===== src/rtl/micro_sequencer.sv =====
// Microstep sequencer: step counter, flag latch, retired count, RUN/HALT/PROG control.
// Zero-latency instout; optional early instruction end when SEQ_EARLY_END_EN is defined.
// No backpressure: pmode freezes state, HALT is left only through clr.
module micro_sequencer #(
  parameter int STEPS = 5
) (
  input  logic       clk,
  input  logic       clr,
  input  logic       pmode,
  input  logic [3:0] opcode,
  input  logic       cf,
  input  logic       zf,
  input  logic       flagsin,
  input  logic       hlt,
  input  logic       cwzero,
  output logic [8:0] instout,
  output logic [2:0] step,
  output logic       halted,
  output logic [7:0] retired
);

  localparam logic [2:0] LAST_STEP = 3'(STEPS - 1);

  typedef enum logic [1:0] {
    S_RUN  = 2'd0,
    S_HALT = 2'd1,
    S_PROG = 2'd2
  } state_t;

  state_t     r_state, w_state_nxt;
  logic [2:0] r_step, w_step_nxt;
  logic       r_cf, r_zf, w_cf_nxt, w_zf_nxt;
  logic [7:0] r_retired, w_retired_nxt;
  logic       w_early;

`ifdef SEQ_EARLY_END_EN
  assign w_early = (r_step >= 3'd2) && cwzero;
`else
  logic w_unused_cwzero;
  assign w_unused_cwzero = cwzero;
  assign w_early = 1'b0;
`endif

  always_comb begin
    w_state_nxt   = r_state;
    w_step_nxt    = r_step;
    w_cf_nxt      = r_cf;
    w_zf_nxt      = r_zf;
    w_retired_nxt = r_retired;
    // Leaving PROG with pmode low is itself an ordinary RUN edge.
    if (r_state != S_HALT) begin
      if (pmode) begin
        w_state_nxt = S_PROG;
      end else begin
        w_state_nxt = hlt ? S_HALT : S_RUN;
        if (flagsin) begin
          w_cf_nxt = cf;
          w_zf_nxt = zf;
        end
        if (!hlt) begin
          if ((r_step == LAST_STEP) || w_early) begin
            w_step_nxt = 3'd0;
            if (r_retired != 8'hFF) w_retired_nxt = r_retired + 8'd1;
          end else begin
            w_step_nxt = r_step + 3'd1;
          end
        end
      end
    end
  end

  always_ff @(posedge clk or negedge clr) begin
    if (!clr) begin
      r_state   <= S_RUN;
      r_step    <= 3'd0;
      r_cf      <= 1'b0;
      r_zf      <= 1'b0;
      r_retired <= 8'd0;
    end else begin
      r_state   <= w_state_nxt;
      r_step    <= w_step_nxt;
      r_cf      <= w_cf_nxt;
      r_zf      <= w_zf_nxt;
      r_retired <= w_retired_nxt;
    end
  end

  assign instout = {opcode, r_step, r_cf, r_zf};
  assign step    = r_step;
  assign halted  = (r_state == S_HALT);
  assign retired = r_retired;

endmodule


===== config.mk =====
export PLATFORM = sky130hd
export DESIGN_NAME = micro_sequencer
export DESIGN_NICKNAME = d
export VERILOG_FILES = /design/src/rtl/micro_sequencer.sv
export SDC_FILE = /design/constraint.sdc
export NUM_CORES = 1
export LEC_CHECK = 0
export CORE_AREA = 2 2 47 49
export CTS_BUF_LIST = sky130_fd_sc_hd__clkbuf_4
export CTS_CLUSTER_DIAMETER = 100
export CTS_CLUSTER_SIZE = 40
export DETAILED_ROUTE_END_ITERATION = 7
export DIE_AREA = 0 0 49 51
export PLACE_DENSITY = 0.84
export SLEW_MARGIN = 25
export SYNTH_ARGS = -nofsm -noshare
export SYNTH_HDL_FRONTEND = slang
export SYNTH_SLANG_ARGS = --single-unit

===== constraint.sdc =====
create_clock -name clk -period 2.05 [get_ports clk]
set_input_delay 0.41 -clock clk [delete_from_list [all_inputs] [get_ports clk]]
set_output_delay 0.41 -clock clk [all_outputs]
set_load 0.1 [all_outputs]

==> flow_summary.json, run 1 <==
{
  "path_cells": "inv_2, ha_2, nand2_1, or4_4, nor2_4, mux2_1",
  "drive_above_1_share_pct": 53.7,
  "final_area_mm2": 0.00108,
  "path_class": "reg2reg",
  "wl_um": 1450,
  "final_cell_mix": "21 x buf_4, 7 x dfrtp_1, 6 x clkdlybuf4s50_1, 6 x dfrtp_2",
  "hold_viol_final": 0,
  "dieArea_mm2": 0.00250,
  "drt_iter0_drc": 0,
  "synth.ff_latch_count": 15,
  "fmax_ghz": 0.526,
  "postPlaceCellArea_mm2": 0.00105,
  "cts.path.max_buffers": 2,
  "hold_path_class": "in2async",
  "cp.required_ns": 2.22,
  "floorplan.initialDensity_pct": 40.3,
  "diodes": 0,
  "start_kind": "flip-flop",
  "port_buffers": 23,
  "num_vias": 585,
  "holdBufCountCts": 0,
  "slowest_delay_ns": 0.52,
  "die_x_um": 49,
  "ant_nets": 0,
  "cts_tree": "done",
  "grt_pass1_wl_um": 2490,
  "netlist_area_um2": 832,
  "layout_commonest_cell": "buf_4",
  "htreeDepth": 1,
  "avgSynthCellArea_um2": 11.4,
  "row_count": 17,
  "clk_latency_ns": 0.28,
  "viasPerCell": 4.76,
  "grt.overflow.total": 0,
  "firstDrtPassIters": 1,
  "drcViolationCount": 0,
  "rsz0062_at_grt": "no",
  "area_delta_synth_final_pct": 29.8,
  "cts_setup_buffers": 0,
  "synth_area_leaders": "dfrtp_1 45%, buf_4 8.1%, xor2_1 5.3%",
  "status": "completed",
  "finalSetupViolCount": 0,
  "grtUsageTotal_pct": 12.9,
  "yosys.area.top_type_share_pct": 45.1,
  "maxSlewHeadroom_pct": 62.1,
  "synth_cell_type_count": 27,
  "fin_crit_ns": 1.90,
  "cts_sinks": 15,
  "clk_pin_slew_ns": 0.10,
  "grt_start_max_net_pins": 16,
  "numCtsBuffers": 3,
  "post-dp-hpwl_um": 1140,
  "worstSetupEndpointType": "flip-flop",
  "antenna_found_initial": 0,
  "cp_max_fo": 7,
  "post_cts_resized": 0,
  "core_mm2": 0.00206,
  "slew_viol_final": 0,
  "final_cells": 123,
  "holdWs_ns": 0.431,
  "ys_seq_area_share_pct": 45.1,
  "fp.dieH_um": 51,
  "root_buffer": "clkbuf_4",
  "synth_warnings": 0,
  "arrival_ns": 2.07,
  "first_global_vias": 604,
  "slowest_stage": "dfrtp_4",
  "gp_congestion": 0.727,
  "yosys.area.top_type": "dfrtp_1",
  "wl_per_cell_um": 11.8,
  "post-route-period-util_pct": 92.8,
  "max-vdd-ir-drop_v": 0.00171,
  "fin_total_pwr_w": 0.00166,
  "dp_cells": 119,
  "synthCells": 73,
  "fin_skew_ns": 0.00154,
  "syn_nets": 88,
  "pwr_density_cell_mw_per_mm2": 1530,
  "p_leak_nw": 0.508,
  "ios": 33,
  "fin_nets": 111,
  "worst_pin_slew_ns": 0.566,
  "maxCapViolCount": 0,
  "setup_tns_ns": 0
}
==> metal layers <==
layer  wire (µm)  GRT usage (%)  vias up
met2         747           23.3       15
met1         612           15.3      289
met5           0              0        -
met3          87           2.63        0
li1            -              -      281
met4           0           4.29        0
==> path summary, 6_finish.rpt <==
check                                        from  depth (start not counted)                endpoint  slack (ns)
min                                           clr                          2     step[0]$_DFFE_PN0P_        0.43
min in group clk           retired[0]$_DFFE_PN0P_                          1  retired[0]$_DFFE_PN0P_        0.50
max reg2reg                   step[0]$_DFFE_PN0P_                          6  retired[1]$_DFFE_PN0P_        0.15
max                           step[0]$_DFFE_PN0P_                          6  retired[1]$_DFFE_PN0P_        0.15
max in group asynchronous                     clr                          2     step[1]$_DFFE_PN0P_        1.42
min reg2reg                retired[0]$_DFFE_PN0P_                          1  retired[0]$_DFFE_PN0P_        0.50
==> synth_stat cells (all sizes together) <==
| cell | number |
|---|---|
| a21o | 2 |
| a21oi | 1 |
| and3 | 1 |
| buf | 10 |
| dfrtp | 15 |
| ha | 3 |
| inv | 3 |
| mux2 | 5 |
| nand2 | 5 |
| nand2b | 1 |
| nand3 | 3 |
| nor2 | 3 |
| nor2b | 1 |
| nor3 | 5 |
| nor3b | 4 |
| o21ai | 2 |
| o21ba | 1 |
| or2 | 1 |
| or3 | 1 |
| or4 | 1 |
| xor2 | 5 |
==> critical path: cells and delay by family, from the launching register on <==
| kind | cells | cell delay [ns] |
|---|---|---|
| AND/OR/NAND/NOR | 3 | 0.73 |
| flip-flops | 1 | 0.52 |
| multiplexers | 1 | 0.32 |
| adder cells (fa/ha/maj) | 1 | 0.16 |
| buffers and inverters | 1 | 0.06 |
==> sequential cells by signal, summed over array words and instances (netlist names) <==
register  cells
r_cf          1
r_state       2
r_zf          1
retired       8
step          3
==> final cells by class <==
class	instances	area [µm²]
fillers	202	983
flip-flops and latches	15	390
multi-input cells	45	378
repair buffers	28	238
well taps	28	35.0
clock buffers	3	22.5
inverters	3	11.3
clock inverters	1	5.00
==> per-stage QoR <==
stage | util (%) | setup WS, ns
after CTS | 52.3 | 0.137
after floorplan | - | 0.0103
after detailed placement | 51.0 | -0.0291
after global placement | 51.0 | 0.00194
after global routing | 52.3 | 0.0544
final | 52.3 | 0.148
==> cell families after synthesis <==
group	share of synthesized area [%]
AND/OR/NAND/NOR	22.7
flip-flops	45.1
buffers and inverters	10.8
AO/OA/AOI/OAI	4.81
XOR/XNOR	5.26
multiplexers	6.77
adder cells (fa/ha/maj)	4.51
==> power breakdown <==
part           leakage [nW]  internal [W]  switching (W)
Sequential            0.180      0.000382      0.0000758
Clock                0.0177     0.0000723      0.0000989
Combinational         0.311      0.000225       0.000804
Total                 0.508      0.000679       0.000978
Power figures use the tool's default switching activity.
==> run 2, diff against run 1 <==
--- a/config.mk
+++ b/config.mk
@@ -5,13 +5,13 @@
 export SDC_FILE = /design/constraint.sdc
 export NUM_CORES = 1
 export LEC_CHECK = 0
-export CORE_AREA = 2 2 47 49
+export CORE_AREA = 2 2 55 42
 export CTS_BUF_LIST = sky130_fd_sc_hd__clkbuf_4
 export CTS_CLUSTER_DIAMETER = 100
 export CTS_CLUSTER_SIZE = 40
 export DETAILED_ROUTE_END_ITERATION = 7
-export DIE_AREA = 0 0 49 51
-export PLACE_DENSITY = 0.84
+export DIE_AREA = 0 0 57 44
+export PLACE_DENSITY = 0.83
 export SLEW_MARGIN = 25
 export SYNTH_ARGS = -nofsm -noshare
 export SYNTH_HDL_FRONTEND = slang
==> run 2 against run 1 <==
  * Sequential share of layout area increased by 0.42 points
  * Via count shrank 0.85%
  * Global-route usage up 2.3 points
  * First-iteration DRC count is the same
  * Cell count fell by 4.1%
  * Hold slack gained 0.076 ns
  * Critical endpoint is now retired[7]$_DFFE_PN0P_
  * Largest power group unchanged
==> flow_summary.json, run 2 (synthesis results as in run 1) <==
{
  "final_cell_mix": "20 x buf_4, 7 x dfrtp_1, 6 x clkdlybuf4s50_1, 6 x dfrtp_2",
  "drt_iter0_drc": 0,
  "cts_setup_buffers": 0,
  "num_vias": 580,
  "clk_latency_ns": 0.28,
  "fmax_ghz": 0.525,
  "largest_reg_flops": 8,
  "fin_util_pct": 53.4,
  "path_class": "reg2reg",
  "fin_crit_ns": 1.90,
  "antenna_found_initial": 0,
  "row_count": 14,
  "diodes": 0,
  "dieArea_mm2": 0.00251,
  "worst_pin_slew_ns": 0.708,
  "slew_viol_final": 0,
  "start_kind": "flip-flop",
  "ant_nets": 0,
  "cts.path.max_buffers": 2,
  "holdBufCountCts": 0,
  "ios": 33,
  "dp_cells": 114,
  "fin_skew_ns": 0.00628,
  "fin_nets": 110,
  "post-route-period-util_pct": 92.9,
  "hold_viol_final": 0,
  "post_cts_resized": 0,
  "maxCapViolCount": 0,
  "pwr_density_cell_mw_per_mm2": 1560,
  "die_x_um": 57,
  "port_buffers": 23,
  "layout_commonest_cell": "buf_4",
  "status": "completed",
  "gp_congestion": 0.790,
  "grt_pass1_wl_um": 2820,
  "rsz0062_at_grt": "no",
  "htreeDepth": 1,
  "holdWs_ns": 0.508,
  "drive_above_1_share_pct": 53.2,
  "viasPerCell": 4.92,
  "core_mm2": 0.00200,
  "worstSetupEndpointType": "flip-flop",
  "cts_sinks": 15,
  "firstDrtPassIters": 1,
  "finalSetupViolCount": 0,
  "first_global_vias": 604,
  "arrival_ns": 2.07,
  "maxSlewHeadroom_pct": 52.7,
  "hold_path_class": "reg2reg",
  "post-dp-hpwl_um": 1240,
  "area_delta_synth_final_pct": 28.3,
  "cp.required_ns": 2.22,
  "grt_start_max_net_pins": 16,
  "max-vdd-ir-drop_v": 0.00124,
  "grtUsageTotal_pct": 15.2,
  "grt.overflow.total": 0,
  "wl_per_cell_um": 13.6,
  "fp.dieH_um": 44,
  "drcViolationCount": 0,
  "root_buffer": "clkbuf_4",
  "floorplan.initialDensity_pct": 41.7,
  "cts_tree": "done",
  "clk_pin_slew_ns": 0.09,
  "numCtsBuffers": 3,
  "p_leak_nw": 0.504,
  "cp_max_fo": 8,
  "wl_um": 1610,
  "final_cells": 118
}
-- run 2: cell count changes in the layout (fill, tap and decap cells not counted) --
cell	change
buf_4	-1
-- run 2: final cells by class --
class / count / area, µm²
Fill cell: 196 / 930
Timing Repair Buffer: 27 / 230
Inverter: 3 / 11.3
Clock buffer: 3 / 22.5
Multi-Input combinational cell: 45 / 378
Sequential cell: 15 / 390
Tap cell: 24 / 30.0
Clock inverter: 1 / 5.00
-- run 2: power breakdown --
group          switching (W)  total (W)  internal [W]
clock network      0.0000927   0.000165     0.0000725
logic               0.000810    0.00103      0.000223
registers          0.0000826   0.000465      0.000382
-- run 2: metal layers --
layer	part of all wire (%)	GRT usage, %	routed length [µm]
met1	45	18.5	718
met2	49	25.5	790
met3	5.6	6.27	90
met4	0.50	3.72	8
met5	0	0	0
-- run 2: critical path, stage by stage (launching register included) --
cell and delay [ns]:
dfrtp_4 0.52, inv_2 0.06, ha_2 0.17, nand2_1 0.06, or4_4 0.51, nor3_4 0.16
mux2_4 0.31
-- run 2: final timing paths --
check                                          to                    from  slack, ns  cells past startpoint
max                        retired[7]$_DFFE_PN0P_     step[0]$_DFFE_PN0P_       0.15                      6
min                        retired[0]$_DFFE_PN0P_  retired[0]$_DFFE_PN0P_       0.51                      1
max reg2reg                retired[7]$_DFFE_PN0P_     step[0]$_DFFE_PN0P_       0.15                      6
min reg2reg                retired[0]$_DFFE_PN0P_  retired[0]$_DFFE_PN0P_       0.51                      1
max in group asynchronous     step[0]$_DFFE_PN0P_                     clr       0.98                      1
min in group asynchronous  retired[1]$_DFFE_PN0P_                     clr       0.54                      1
-- run 2: stage by stage --
stage	power (W)	TNS (ns)	setup slack [ns]	instance area, µm²
2_1_floorplan	0.00137	0	0.0103	858
4_1_cts	0.00168	0	0.127	1070
3_5_place_dp	0.00151	-0.0952	-0.0387	1040
6_report	0.00166	0	0.146	1070
3_3_place_gp	0.00149	-0.0268	-0.0160	1040
5_1_grt	0.00175	0	0.0454	1070
==> run 3, diff against run 2 <==
--- a/config.mk
+++ b/config.mk
@@ -5,12 +5,12 @@
 export SDC_FILE = /design/constraint.sdc
 export NUM_CORES = 1
 export LEC_CHECK = 0
-export CORE_AREA = 2 2 55 42
+export CORE_AREA = 4 4 57 44
 export CTS_BUF_LIST = sky130_fd_sc_hd__clkbuf_4
 export CTS_CLUSTER_DIAMETER = 100
 export CTS_CLUSTER_SIZE = 40
 export DETAILED_ROUTE_END_ITERATION = 7
-export DIE_AREA = 0 0 57 44
+export DIE_AREA = 0 0 61 48
 export PLACE_DENSITY = 0.83
 export SLEW_MARGIN = 25
 export SYNTH_ARGS = -nofsm -noshare
==> run 3 against run 2 <==
  * Sequential power is essentially flat
  * Cell count is the same
  * Clock power grew 12%
  * Largest cell class unchanged
==> flow_summary.json, run 3 (synthesis results as in run 1) <==
{
  "largest_reg_flops": 8,
  "firstDrtPassIters": 4,
  "cts_setup_buffers": 0,
  "cts_tree": "done",
  "grt.overflow.total": 0,
  "grt_start_max_net_pins": 16,
  "p_comb_share_pct": 61.4,
  "worst_pin_slew_ns": 0.659,
  "antenna_found_initial": 0,
  "cp.required_ns": 2.26,
  "fmax_ghz": 0.521,
  "finalSetupViolCount": 0,
  "maxSlewHeadroom_pct": 55.9,
  "diodes": 0,
  "rsz0062_at_grt": "no",
  "root_buffer": "clkbuf_4",
  "fin_nets": 110,
  "setup_ws_ns": 0.130,
  "top_layer_used": "met4",
  "path_class": "reg2reg",
  "post_cts_resized": 0,
  "wl_met2_um": 791,
  "status": "completed",
  "fin_util_pct": 53.6,
  "regToRegStartpoint": "step[0]$_DFFE_PN0P_",
  "layout_commonest_cell": "buf_4",
  "worstSetupEndpointType": "flip-flop",
  "drive_above_1_share_pct": 53.2,
  "fin_crit_ns": 1.92,
  "ant_nets": 0,
  "grt_pass1_wl_um": 2580,
  "hold_path_class": "reg2reg",
  "slew_viol_final": 0,
  "switchingPower_w": 0.000985,
  "intPower_w": 0.000695,
  "hold_viol_final": 0,
  "holdBufCountCts": 0,
  "min_from": "retired[0]$_DFFE_PN0P_",
  "core_mm2": 0.00200,
  "area_delta_synth_final_pct": 28.6,
  "p_leak_nw": 0.504,
  "drcViolationCount": 0,
  "htreeDepth": 1,
  "pwr-share-clk_pct": 11.0,
  "fin_skew_ns": 0.00153,
  "fillers": 200,
  "ios": 33,
  "drt_iter0_drc": 3,
  "row_count": 14,
  "pwr_density_cell_mw_per_mm2": 1570,
  "fp.dieH_um": 48,
  "final_cell_mix": "20 x buf_4, 7 x dfrtp_1, 6 x clkdlybuf4s50_1, 6 x dfrtp_2",
  "dp_cells": 114,
  "post-route-period-util_pct": 93.7,
  "viasPerCell": 4.89,
  "numCtsBuffers": 3,
  "maxCapViolCount": 0,
  "cp-startpoint": "step[0]$_DFFE_PN0P_",
  "switching_share_pct": 58.6,
  "gp_congestion": 0.728,
  "dieArea_mm2": 0.00293,
  "num_vias": 577,
  "floorplan.initialDensity_pct": 41.7,
  "post-dp-hpwl_um": 1250,
  "wl_per_cell_um": 13.4,
  "cp_max_fo": 8,
  "power_frac_seq_pct": 27.5,
  "clk_latency_ns": 0.28,
  "place_ws_ns": -0.0505,
  "clk_pin_slew_ns": 0.09,
  "wl_um": 1590,
  "first_global_vias": 572,
  "arrival_ns": 2.13,
  "final_cells": 118,
  "start_kind": "flip-flop",
  "wl_met3_um": 95,
  "port_buffers": 23,
  "wl_met1_um": 689,
  "die_x_um": 61,
  "cts.path.max_buffers": 2,
  "cts_sinks": 15,
  "grtUsageTotal_pct": 12.6,
  "max-vdd-ir-drop_v": 0.00134
}
run 3: changes by cell type in the layout (fill, tap and decap cells not counted):
cell,before,now
clkinv_2,1,0
clkbuf_4,3,4
run 3: stage by stage:
step	hold WS (ns)	power (W)	cell area (µm²)	TNS, ns
2_1_floorplan	0.114	0.00137	858	0
3_3_place_gp	0.482	0.00149	1040	-0.0274
3_5_place_dp	0.494	0.00151	1040	-0.0949
4_1_cts	0.509	0.00170	1070	0
5_1_grt	0.527	0.00175	1070	0
6_report	0.505	0.00168	1070	0
run 3: routing by layer:
layer	up-vias	global-route usage, %
li1	278	-
met4	0	3.90
met3	2	5.66
met5	-	0
met1	280	15.3
met2	17	20.3
run 3: layout make-up:
type / instances / area [µm²] / share of cell area [%]
clock buffers: 4 / 30.0 / 2.81
inverters: 3 / 11.3 / 1.05
multi-input cells: 45 / 378 / 35.3
flip-flops and latches: 15 / 390 / 36.5
well taps: 24 / 30.0 / 2.81
repair buffers: 27 / 230 / 21.5
run 3: critical path, stage by stage, from the launching register on:
cell and delay, ns:
dfrtp_4 0.52, inv_2 0.06, ha_2 0.17, nand2_1 0.06, or4_4 0.51, buf_4 0.18
nor3b_2 0.17, xor2_1 0.17
run 3: worst paths after layout:
path,end,cells past startpoint,slack [ns]
max,retired[2]$_DFFE_PN0P_,7,0.13
min,retired[0]$_DFFE_PN0P_,1,0.50
max reg2reg,retired[2]$_DFFE_PN0P_,7,0.13
min reg2reg,retired[0]$_DFFE_PN0P_,1,0.50
max in group asynchronous,step[1]$_DFFE_PN0P_,1,1.04
min in group asynchronous,retired[0]$_DFFE_PN0P_,1,0.52
run 3: power groups by stage:
stage	Combinational (W)	Clock, W	Sequential [W]
after floorplan	0.000529	0	0.000837
after global placement	0.00103	0	0.000463
after detailed placement	0.00104	0	0.000468
after CTS	0.00104	0.000194	0.000463
after global routing	0.00107	0.000204	0.000476
final	0.00103	0.000185	0.000462
